<file path="config.mk">
export PLATFORM = sky130hd
export DESIGN_NAME = disp_sched_flat
export DESIGN_NICKNAME = d
export VERILOG_FILES = /design/src/rtl/disp_sched_if.sv /design/src/rtl/disp_sched.sv /design/src/flat_wrapper.sv
export SDC_FILE = /design/constraint.sdc
export NUM_CORES = 1
export LEC_CHECK = 0
export BUFFER_PORTS_ARGS = -buffer_cell sky130_fd_sc_hd__buf_2
export CORE_MARGIN = 2
export CORE_UTILIZATION = 55
export CTS_CLUSTER_SIZE = 25
export DETAILED_ROUTE_END_ITERATION = 8
export HOLD_SLACK_MARGIN = 0.05
export PLACE_DENSITY = 0.78
export SETUP_SLACK_MARGIN = 0.1
export SYNTH_ARGS = -nofsm -noshare
export SYNTH_HDL_FRONTEND = slang
export SYNTH_SLANG_ARGS = --single-unit
</file>
<file path="constraint.sdc">
create_clock -name clk -period 65.5 [get_ports clk]
set_input_delay 16.375 -clock clk [delete_from_list [all_inputs] [get_ports clk]]
set_output_delay 16.375 -clock clk [all_outputs]
set_load 0.05 [all_outputs]
</file>
<file path="src/rtl/disp_sched_if.sv">
// disp_sched_if -- datapath and result bus of the disparity scheduler.
//
// Signals:
//   col_index, disp_grp, sad_req   scheduler -> datapath request
//   sad_valid, sad_in              datapath -> scheduler lane SADs
//   out_disp, out_valid, out_ready result handshake
//   out_sad                        winning SAD, only with DISP_SCHED_MIN_SAD_EN
// Modports: master = scheduler side, slave = datapath/consumer side.
interface disp_sched_if #(
  parameter int COL_BITS   = 10,
  parameter int GRP_BITS   = 3,
  parameter int DISP_BITS  = 6,
  parameter int SAD_BITS   = 16,
  parameter int DISP_PARTS = 8
);
  logic [COL_BITS-1:0]            col_index;
  logic [GRP_BITS-1:0]            disp_grp;
  logic                           sad_req;
  logic                           sad_valid;
  logic [DISP_PARTS*SAD_BITS-1:0] sad_in;
  logic [DISP_BITS-1:0]           out_disp;
  logic                           out_valid;
  logic                           out_ready;
`ifdef DISP_SCHED_MIN_SAD_EN
  logic [SAD_BITS-1:0]            out_sad;
`endif

  modport master (
    output
`ifdef DISP_SCHED_MIN_SAD_EN
      out_sad,
`endif
      col_index, disp_grp, sad_req, out_disp, out_valid,
    input  sad_valid, sad_in, out_ready
  );

  modport slave (
    input
`ifdef DISP_SCHED_MIN_SAD_EN
      out_sad,
`endif
      col_index, disp_grp, sad_req, out_disp, out_valid,
    output sad_valid, sad_in, out_ready
  );
endinterface

</file>
<file path="src/rtl/disp_sched.sv">
// disp_sched -- per-pixel disparity search scheduler.
//
// For each column of a row, requests the G disparity groups one at a time
// from the SAD datapath, keeps the running minimum SAD over the lanes that
// are geometrically possible (d <= column), and emits the winning disparity
// on a valid/ready handshake. After the last column it raises done and idles.
//
// Ports:
//   clk    sole clock, posedge
//   rst    synchronous active-high reset
//   start  begin a row sweep when idle (ignored while busy)
//   busy   high in every state except IDLE
//   done   row complete, held until the next accepted start
//   bus    disp_sched_if.master: col_index, disp_grp, sad_req, sad_valid,
//          sad_in, out_disp, out_valid, out_ready (+ out_sad)
//
// Optional feature: define DISP_SCHED_MIN_SAD_EN to add bus.out_sad, the
// winning SAD value, valid with out_valid and reset to all ones.
module disp_sched #(
  parameter int MAX_DISP   = 64,
  parameter int DISP_PARTS = 8,
  parameter int IMG_W      = 640,
  parameter int SAD_BITS   = 16
) (
  input  logic          clk,
  input  logic          rst,
  input  logic          start,
  output logic          busy,
  output logic          done,
  disp_sched_if.master  bus
);
  localparam int G         = MAX_DISP / DISP_PARTS;
  localparam int DISP_BITS = $clog2(MAX_DISP);
  localparam int GRP_BITS  = ($clog2(G) > 1) ? $clog2(G) : 1;
  localparam int COL_BITS  = $clog2(IMG_W);

  typedef enum logic [1:0] {IDLE, ISSUE, WAIT, EMIT} state_t;

  state_t               state_q, state_d;
  logic [COL_BITS-1:0]  col_q, col_d;
  logic [GRP_BITS-1:0]  grp_q, grp_d;
  logic [SAD_BITS-1:0]  best_sad_q, best_sad_d;
  logic [DISP_BITS-1:0] best_disp_q, best_disp_d;
  logic                 done_q, done_d;
  logic                 sad_req_q, sad_req_d;
  logic                 out_valid_q, out_valid_d;
  logic                 busy_q, busy_d;

  // Running minimum after folding in the current group's lanes.
  logic [SAD_BITS-1:0]  scan_sad;
  logic [DISP_BITS-1:0] scan_disp;

  // Lanes scanned in ascending disparity with strict less-than, so the lowest
  // disparity wins ties both within a group and across groups.
  always_comb begin
    scan_sad  = best_sad_q;
    scan_disp = best_disp_q;
    for (int l = 0; l < DISP_PARTS; l++) begin
      if ((int'(grp_q) * DISP_PARTS + l) <= int'(col_q) &&
          bus.sad_in[l*SAD_BITS +: SAD_BITS] < scan_sad) begin
        scan_sad  = bus.sad_in[l*SAD_BITS +: SAD_BITS];
        scan_disp = DISP_BITS'(int'(grp_q) * DISP_PARTS + l);
      end
    end
  end

  always_comb begin
    state_d     = state_q;
    col_d       = col_q;
    grp_d       = grp_q;
    best_sad_d  = best_sad_q;
    best_disp_d = best_disp_q;
    done_d      = done_q;
    case (state_q)
      IDLE: begin
        if (start) begin
          state_d     = ISSUE;
          col_d       = '0;
          grp_d       = '0;
          done_d      = 1'b0;
          best_sad_d  = '1;
          best_disp_d = '0;
        end
      end
      ISSUE: state_d = WAIT;
      WAIT: begin
        if (bus.sad_valid) begin
          best_sad_d  = scan_sad;
          best_disp_d = scan_disp;
          if (int'(grp_q) == G - 1) begin
            state_d = EMIT;
          end else begin
            grp_d   = grp_q + 1'b1;
            state_d = ISSUE;
          end
        end
      end
      EMIT: begin
        if (bus.out_ready) begin
          grp_d = '0;
          if (int'(col_q) == IMG_W - 1) begin
            // Last column: keep the result visible, wrap column, go idle.
            col_d   = '0;
            done_d  = 1'b1;
            state_d = IDLE;
          end else begin
            col_d       = col_q + 1'b1;
            best_sad_d  = '1;
            best_disp_d = '0;
            state_d     = ISSUE;
          end
        end
      end
      default: state_d = IDLE;
    endcase
    // Strobes are decoded from the next state so they come out of flops.
    sad_req_d   = (state_d == ISSUE);
    out_valid_d = (state_d == EMIT);
    busy_d      = (state_d != IDLE);
  end

  always_ff @(posedge clk) begin
    if (rst) begin
      state_q     <= IDLE;
      col_q       <= '0;
      grp_q       <= '0;
      best_sad_q  <= '1;
      best_disp_q <= '0;
      done_q      <= 1'b0;
      sad_req_q   <= 1'b0;
      out_valid_q <= 1'b0;
      busy_q      <= 1'b0;
    end else begin
      state_q     <= state_d;
      col_q       <= col_d;
      grp_q       <= grp_d;
      best_sad_q  <= best_sad_d;
      best_disp_q <= best_disp_d;
      done_q      <= done_d;
      sad_req_q   <= sad_req_d;
      out_valid_q <= out_valid_d;
      busy_q      <= busy_d;
    end
  end

  assign busy          = busy_q;
  assign done          = done_q;
  assign bus.col_index = col_q;
  assign bus.disp_grp  = grp_q;
  assign bus.sad_req   = sad_req_q;
  assign bus.out_valid = out_valid_q;
  assign bus.out_disp  = best_disp_q;
`ifdef DISP_SCHED_MIN_SAD_EN
  assign bus.out_sad   = best_sad_q;
`endif
endmodule
</file>
<file path="src/flat_wrapper.sv">
// flat-port wrapper written by rule: the top's interface ports become plain ports
module disp_sched_flat 
#(
  parameter int MAX_DISP   = 64,
  parameter int DISP_PARTS = 8,
  parameter int IMG_W      = 640,
  parameter int SAD_BITS   = 16
)
  (clk, rst, start, busy, done, bus_col_index, bus_disp_grp, bus_sad_req, bus_out_disp, bus_out_valid, bus_sad_valid, bus_sad_in, bus_out_ready);
  disp_sched_if #(.SAD_BITS(SAD_BITS), .DISP_PARTS(DISP_PARTS)) bus_i ();
  input  logic clk;
  input  logic rst;
  input  logic start;
  output logic busy;
  output logic done;
  output wire logic [$bits(bus_i.col_index)-1:0] bus_col_index;
  output wire logic [$bits(bus_i.disp_grp)-1:0] bus_disp_grp;
  output wire logic [$bits(bus_i.sad_req)-1:0] bus_sad_req;
  output wire logic [$bits(bus_i.out_disp)-1:0] bus_out_disp;
  output wire logic [$bits(bus_i.out_valid)-1:0] bus_out_valid;
  input wire logic [$bits(bus_i.sad_valid)-1:0] bus_sad_valid;
  input wire logic [$bits(bus_i.sad_in)-1:0] bus_sad_in;
  input wire logic [$bits(bus_i.out_ready)-1:0] bus_out_ready;
  assign bus_col_index = bus_i.col_index;
  assign bus_disp_grp = bus_i.disp_grp;
  assign bus_sad_req = bus_i.sad_req;
  assign bus_out_disp = bus_i.out_disp;
  assign bus_out_valid = bus_i.out_valid;
  assign bus_i.sad_valid = bus_sad_valid;
  assign bus_i.sad_in = bus_sad_in;
  assign bus_i.out_ready = bus_out_ready;
  disp_sched #(.MAX_DISP(MAX_DISP), .DISP_PARTS(DISP_PARTS), .IMG_W(IMG_W), .SAD_BITS(SAD_BITS)) u_core (.clk(clk), .rst(rst), .start(start), .busy(busy), .done(done), .bus(bus_i));
endmodule
</file>
Word-level counts from Yosys, hierarchy flattened
Index checks and enable logic that the tools add are counted.

Register bits after elaboration: 41. Input bits: 133. Output and inout port bits: 23. Word-level logic and storage cells: 110.

$add $sub $neg: 9. $lt $le $gt $ge: 16. Equal/unequal tests: 14. Muxes and demuxes: 45. Reductions and logical operators: 17.

Operator list (number): 32-bit by 11-bit less-or-equal comparator with 1-bit output (6); 16-bit 2-to-1 mux (12); 16-bit < comparator (8); 6-bit 2-to-1 mux (12); 16-bit one-hot mux with 3 select lines (1); 10-bit 2-to-1 mux (3); 6-bit by 3-bit adder with 7-bit output (second input constant) (4); 10-bit one-hot mux with 2 select lines (1); 6-bit one-hot mux with 3 select lines (1); 6-bit by 2-bit adder with 7-bit output (second input constant) (2); 3-bit 2-to-1 mux (4); 10-bit by 1-bit adder with 10-bit output (second input constant) (1); 10-bit == test (second input constant) (1); 6-bit by 10-bit less-or-equal comparator with 1-bit output (1); 7-bit by 10-bit less-or-equal comparator with 1-bit output (1); 2-bit != test (second input constant) (5); 5-bit AND reduction (2); 9-bit by 1-bit != test with 1-bit output (second input constant) (1); 3-bit one-hot mux with 3 select lines (1); 1-bit logical AND (8); 2-bit 2-to-1 mux (4); 2-bit one-hot mux with 4 select lines (1); 6-bit by 1-bit adder with 7-bit output (second input constant) (1); 2-bit == test (second input constant) (3); other kinds (12) (17).

Longest topological paths before layout
Depth after elaboration: 26. Depth in mapped cells: 110. Mapped depth without buffers: 94.

Worst setup path before layout
Ideal clock, no wire load.

Kind: input to register. Start: in bus_sad_in[11]. End: reg u_core.best_sad_q[15]. Library setup time: 0.060 ns. Data arrival time: 34.214 ns. Slack: 31.226 ns. Stages on the path: 102. Buffers on the path: 15. Path through: ha_1 a21oi_1 o21a_1 nor2_1 or4_1 nor2_1 buf_2 buf_1 a21oi_1 ha_1 nand4_1 nor4_1 and4_1 mux2_4 or2_1 buf_6 clkbuf_1 buf_1 [66 not listed] buf_2 mux2i_1 ha_1 a21o_1 a21oi_1 nor2b_1 o21ai_0 nand2b_1 a21oi_1 nor2_1 nor2_1 nor4b_1 nand2b_1 o21ai_2 buf_4 buf_4 mux2i_1 o221a_1.

Cells in the longest elaborated chain, start to end: 26.

RTL lines: start: declaration (RTL line flat_wrapper.sv:22) `input wire logic [$bits(bus_i.sad_in)-1:0] bus_sad_in;`; 16-bit < comparator (RTL line disp_sched.sv:60) `bus.sad_in[l*SAD_BITS +: SAD_BITS] < scan_sad) begin`; 1-bit logical AND (RTL line disp_sched.sv:59) `if ((int'(grp_q) * DISP_PARTS + l) <= int'(col_q) &&`; 16-bit 2-to-1 mux * (RTL line disp_sched.sv:59); 16-bit < comparator (RTL line disp_sched.sv:60); 1-bit logical AND (RTL line disp_sched.sv:59); 16-bit 2-to-1 mux * (RTL line disp_sched.sv:59); 16-bit < comparator (RTL line disp_sched.sv:60); 1-bit logical AND (RTL line disp_sched.sv:59); [10 not listed]; 16-bit < comparator (RTL line disp_sched.sv:60); 1-bit logical AND (RTL line disp_sched.sv:59); 16-bit 2-to-1 mux * (RTL line disp_sched.sv:59); 16-bit < comparator (RTL line disp_sched.sv:60); 1-bit logical AND (RTL line disp_sched.sv:59); 16-bit 2-to-1 mux * (RTL line disp_sched.sv:59); 16-bit 2-to-1 mux * (RTL line disp_sched.sv:87) `if (bus.sad_valid) begin`; 16-bit one-hot mux with 3 select lines * (RTL line disp_sched.sv:74) `case (state_q)`; end signal: assignment (RTL line disp_sched.sv:137) `best_sad_q <= best_sad_d;`; end: declaration (RTL line disp_sched.sv:42) `logic [SAD_BITS-1:0] best_sad_q, best_sad_d;`.

Mark *: on every way between the ends. The rest lies on a longest branch, timed or not. The select of a mux whose other input is x is not followed. A chain may end at the register's enable or synchronous reset.

Worst setup path in the final report
Start: in bus_sad_in[11]. End: reg u_core.best_disp_q[0], in the netlist u_core.bus.out_disp[0].

Cells in the longest elaborated chain, start to end: 26. Elaborated cells on any way between the ends: 34. Those cells by class: 8 x order compare; 1 x eq/ne; 16 x mux; 9 x reduce/logical.

RTL lines: 16-bit < comparator (RTL line disp_sched.sv:60); 1-bit logical AND (RTL line disp_sched.sv:59); 16-bit 2-to-1 mux (RTL line disp_sched.sv:59); 16-bit < comparator (RTL line disp_sched.sv:60); 1-bit logical AND (RTL line disp_sched.sv:59); 16-bit 2-to-1 mux (RTL line disp_sched.sv:59); 16-bit < comparator (RTL line disp_sched.sv:60); 1-bit logical AND (RTL line disp_sched.sv:59); [10 not listed]; 16-bit < comparator (RTL line disp_sched.sv:60); 1-bit logical AND (RTL line disp_sched.sv:59); 16-bit 2-to-1 mux (RTL line disp_sched.sv:59); 16-bit < comparator (RTL line disp_sched.sv:60); 1-bit logical AND (RTL line disp_sched.sv:59); 6-bit 2-to-1 mux (RTL line disp_sched.sv:59); 6-bit 2-to-1 mux (RTL line disp_sched.sv:87); 6-bit one-hot mux with 3 select lines (RTL line disp_sched.sv:74); end signal: assignment (RTL line disp_sched.sv:138) `best_disp_q <= best_disp_d;`; end: declaration (RTL line disp_sched.sv:43) `logic [DISP_BITS-1:0] best_disp_q, best_disp_d;`.

Parallel ways exist; a longest one is shown, timed or not. The select of a mux whose other input is x is not followed.

==> impl_metrics.tcl <==
set metrics [dict create \
    run_status "complete, no violations" \
    synth-seq-cells 41 \
    clkTransAtPathRegs_ns 0.06 \
    postPlaceCellArea_um2 8060 \
    p_leak_uw 0.00403 \
    synth-edff-count 0 \
    rsz0062_at_grt "no" \
    design_area_um2 8230 \
    synth.area.top_cells "ha_1 21%, dfxtp_1 11%, a21oi_1 6.5%" \
    first_pass_iters 5 \
    crit_fanout 34 \
    worst-setup-path-type "in2reg" \
    postCtsHoldBufs 0 \
    die_area_um2 14000 \
    syn-num-nets 1241 \
    start_util_pct 56.7 \
    cp-start-kind "primary input" \
    numCtsBuffers 5 \
    first_iter_violations 612 \
    yosys.area.top_type_share_pct 20.9 \
    max_freq_mhz 26.0 \
    slew_headroom_pct 13.4 \
    critical_path_arrival_ns 38.63 \
    slew_violations 0 \
    max_stage_delay_ns 0.92 \
    grt_pass1_vias 7220 \
    diodes 0 \
    wl_um 22300 \
    numClockSinks 41 \
    critPathRequiredTime_ns 65.71 \
    grt.total_usage_pct 30.6 \
    antenna_found_initial 0 \
    path_buf_inv 10 \
    synth-main-ff-cell "dfxtp_1" \
    syn_avg_cell_area_um2 7.27 \
    synthTopCellsByCount "120 x ha_1, 106 x inv_1, 105 x nor2_1" \
    clockBufferDepth 2 \
    synthToLayoutAreaGrowth_pct 14.6 \
    htreeDepth 2 \
    port_buffers 155 \
    fin_tns_setup_ns 0 \
    synth_area_um2 7180 \
    period_share_pct 58.7 \
    grt_max_degree 35 \
    yosysTopAreaCell "ha_1" \
    hold_class "reg2reg" \
    hold_viol 0 \
    crit_top_cell "a21oi_1" \
    grt_pass1_wl_um 35400 \
    fillers 1187 \
    die_w_um 118 \
    hpwl_um 18900 \
    grt-ovfl-total 0 \
    cts_setup_buffers 0 \
    cts_tree "built" \
    place_congestion 0.981 \
    setup_viol 0 \
    num_io_pins 156 \
    ir_drop_v 0.0000109 \
    critPathCaptureType "register" \
    cts-root-buf "clkbuf_16" \
    skew_ns 0.00916 \
    routedWlPerCell_um 17.3 \
    vias 7867 \
    ys_types 81 \
    syn_inst 988 \
    synth_seq_area_share_pct 11.4 \
    layout_min_cycle_time_ns 38.42 \
    cp_slowest_cell "o21ai_2" \
    dieHeight_um 118 \
    async_flop_share_pct 0 \
    routed_via_density 6.10 \
    cp_top_family "compound AO/OA/AOI/OAI gates" \
    drcViolationCount 0 \
    ant_nets 0 \
    clk-insertion-delay-late_ns 0.28 \
    fin_nets 1370 \
    yosysMostFrequentCell "ha_1" \
    cts_resized 0 \
    tightest_slew_ns 1.28 \
    core_area_um2 12700 \
    drive_above_1_share_pct 19.1 \
    drv_cap 0 \
    rows 41 \
    power.density_nw_per_um2 16.9 \
    synth_warnings 0 \
]
## final timing paths
path	startpoint	end	slack (ns)	depth (start not counted)
max	bus_sad_in[11]	u_core.bus.out_disp[0]	27.08	89
max reg2reg	u_core.bus.col_index[4]	u_core.bus.out_disp[0]	41.81	89
min reg2reg	u_core.bus.out_disp[3]	u_core.bus.out_disp[3]	0.48	2
min	u_core.bus.out_disp[3]	u_core.bus.out_disp[3]	0.48	2
## stage by stage
| step | total power [uW] | hold slack, ns | utilization (%) | worst slack [ns] | instances |
|---|---|---|---|---|---|
| 3_5_place_dp | 109 | 0.471 | 63.6 | 27.32 | 1282 |
| 6_report | 139 | 0.480 | 65.0 | 27.08 | 1290 |
| 5_1_grt | 150 | 0.499 | 65.0 | 25.09 | 1290 |
| 4_1_cts | 138 | 0.481 | 65.0 | 27.56 | 1290 |
| 3_3_place_gp | 108 | 0.466 | 63.6 | 27.98 | 1282 |
| 2_1_floorplan | 83.9 | 0.478 | - | 31.23 | 988 |
## tightest hold or removal path, stage by stage, from the launching register on
cell and delay (ns):
dfxtp_1 0.31, nand2b_1 0.07, mux2i_1 0.05
## cells by family (layout without fill, tap and decap cells)
kind of cell | after synthesis | in the layout | share of synthesized area [%]
mux | 50 | 50 | 7.31
xor+xnor | 11 | 11 | 1.34
simple gates | 321 | 321 | 21.9
fa+ha+maj | 123 | 123 | 21.3
buf+inv | 143 | 273 | 7.87
flops | 41 | 41 | 11.4
compound gates | 299 | 299 | 28.9
## registers in the layout (all words and copies together), names as in the netlist
signal and count:
u_core.bus.out_disp 6, u_core.busy 1, u_core.done 1, u_core.bus.disp_grp 3, u_core.state_q 2, u_core.bus.col_index 10, u_core.bus.out_valid 1, u_core.bus.sad_req 1
u_core.best_sad_q 16
## routing by layer
layer	share of wire, %	routed length [um]	GRT usage, %
met5	0	0	0
met4	3.1	684	9.19
met3	8.3	1840	5.12
met2	43	9700	48.6
met1	45	10100	42.1
## layout make-up
type	instances	area, um2	area share (%)
Sequential cell	41	821	9.97
Clock buffer	7	143	1.73
Timing Repair Buffer	159	806	9.79
Clock inverter	1	30.0	0.365
Tap cell	172	215	2.61
Inverter	106	398	4.83
Multi-Input combinational cell	804	5820	70.7
## where the power goes
part	internal (uW)	switching, uW
Combinational	33.2	50.7
Clock	19.0	9.87
Sequential	25.6	0.725
## placed cells by master, fill, tap and decap left out, drive strengths merged, types with 17 or more instances in the layout
cell,n
dfxtp,41
a21oi,95
mux2,17
inv,106
mux2i,33
nand2,76
nand4,24
nand2b,21
nor2,105
o21ai,66
a21o,22
ha,120
buf,159
(Power assumes the default switching activity.)
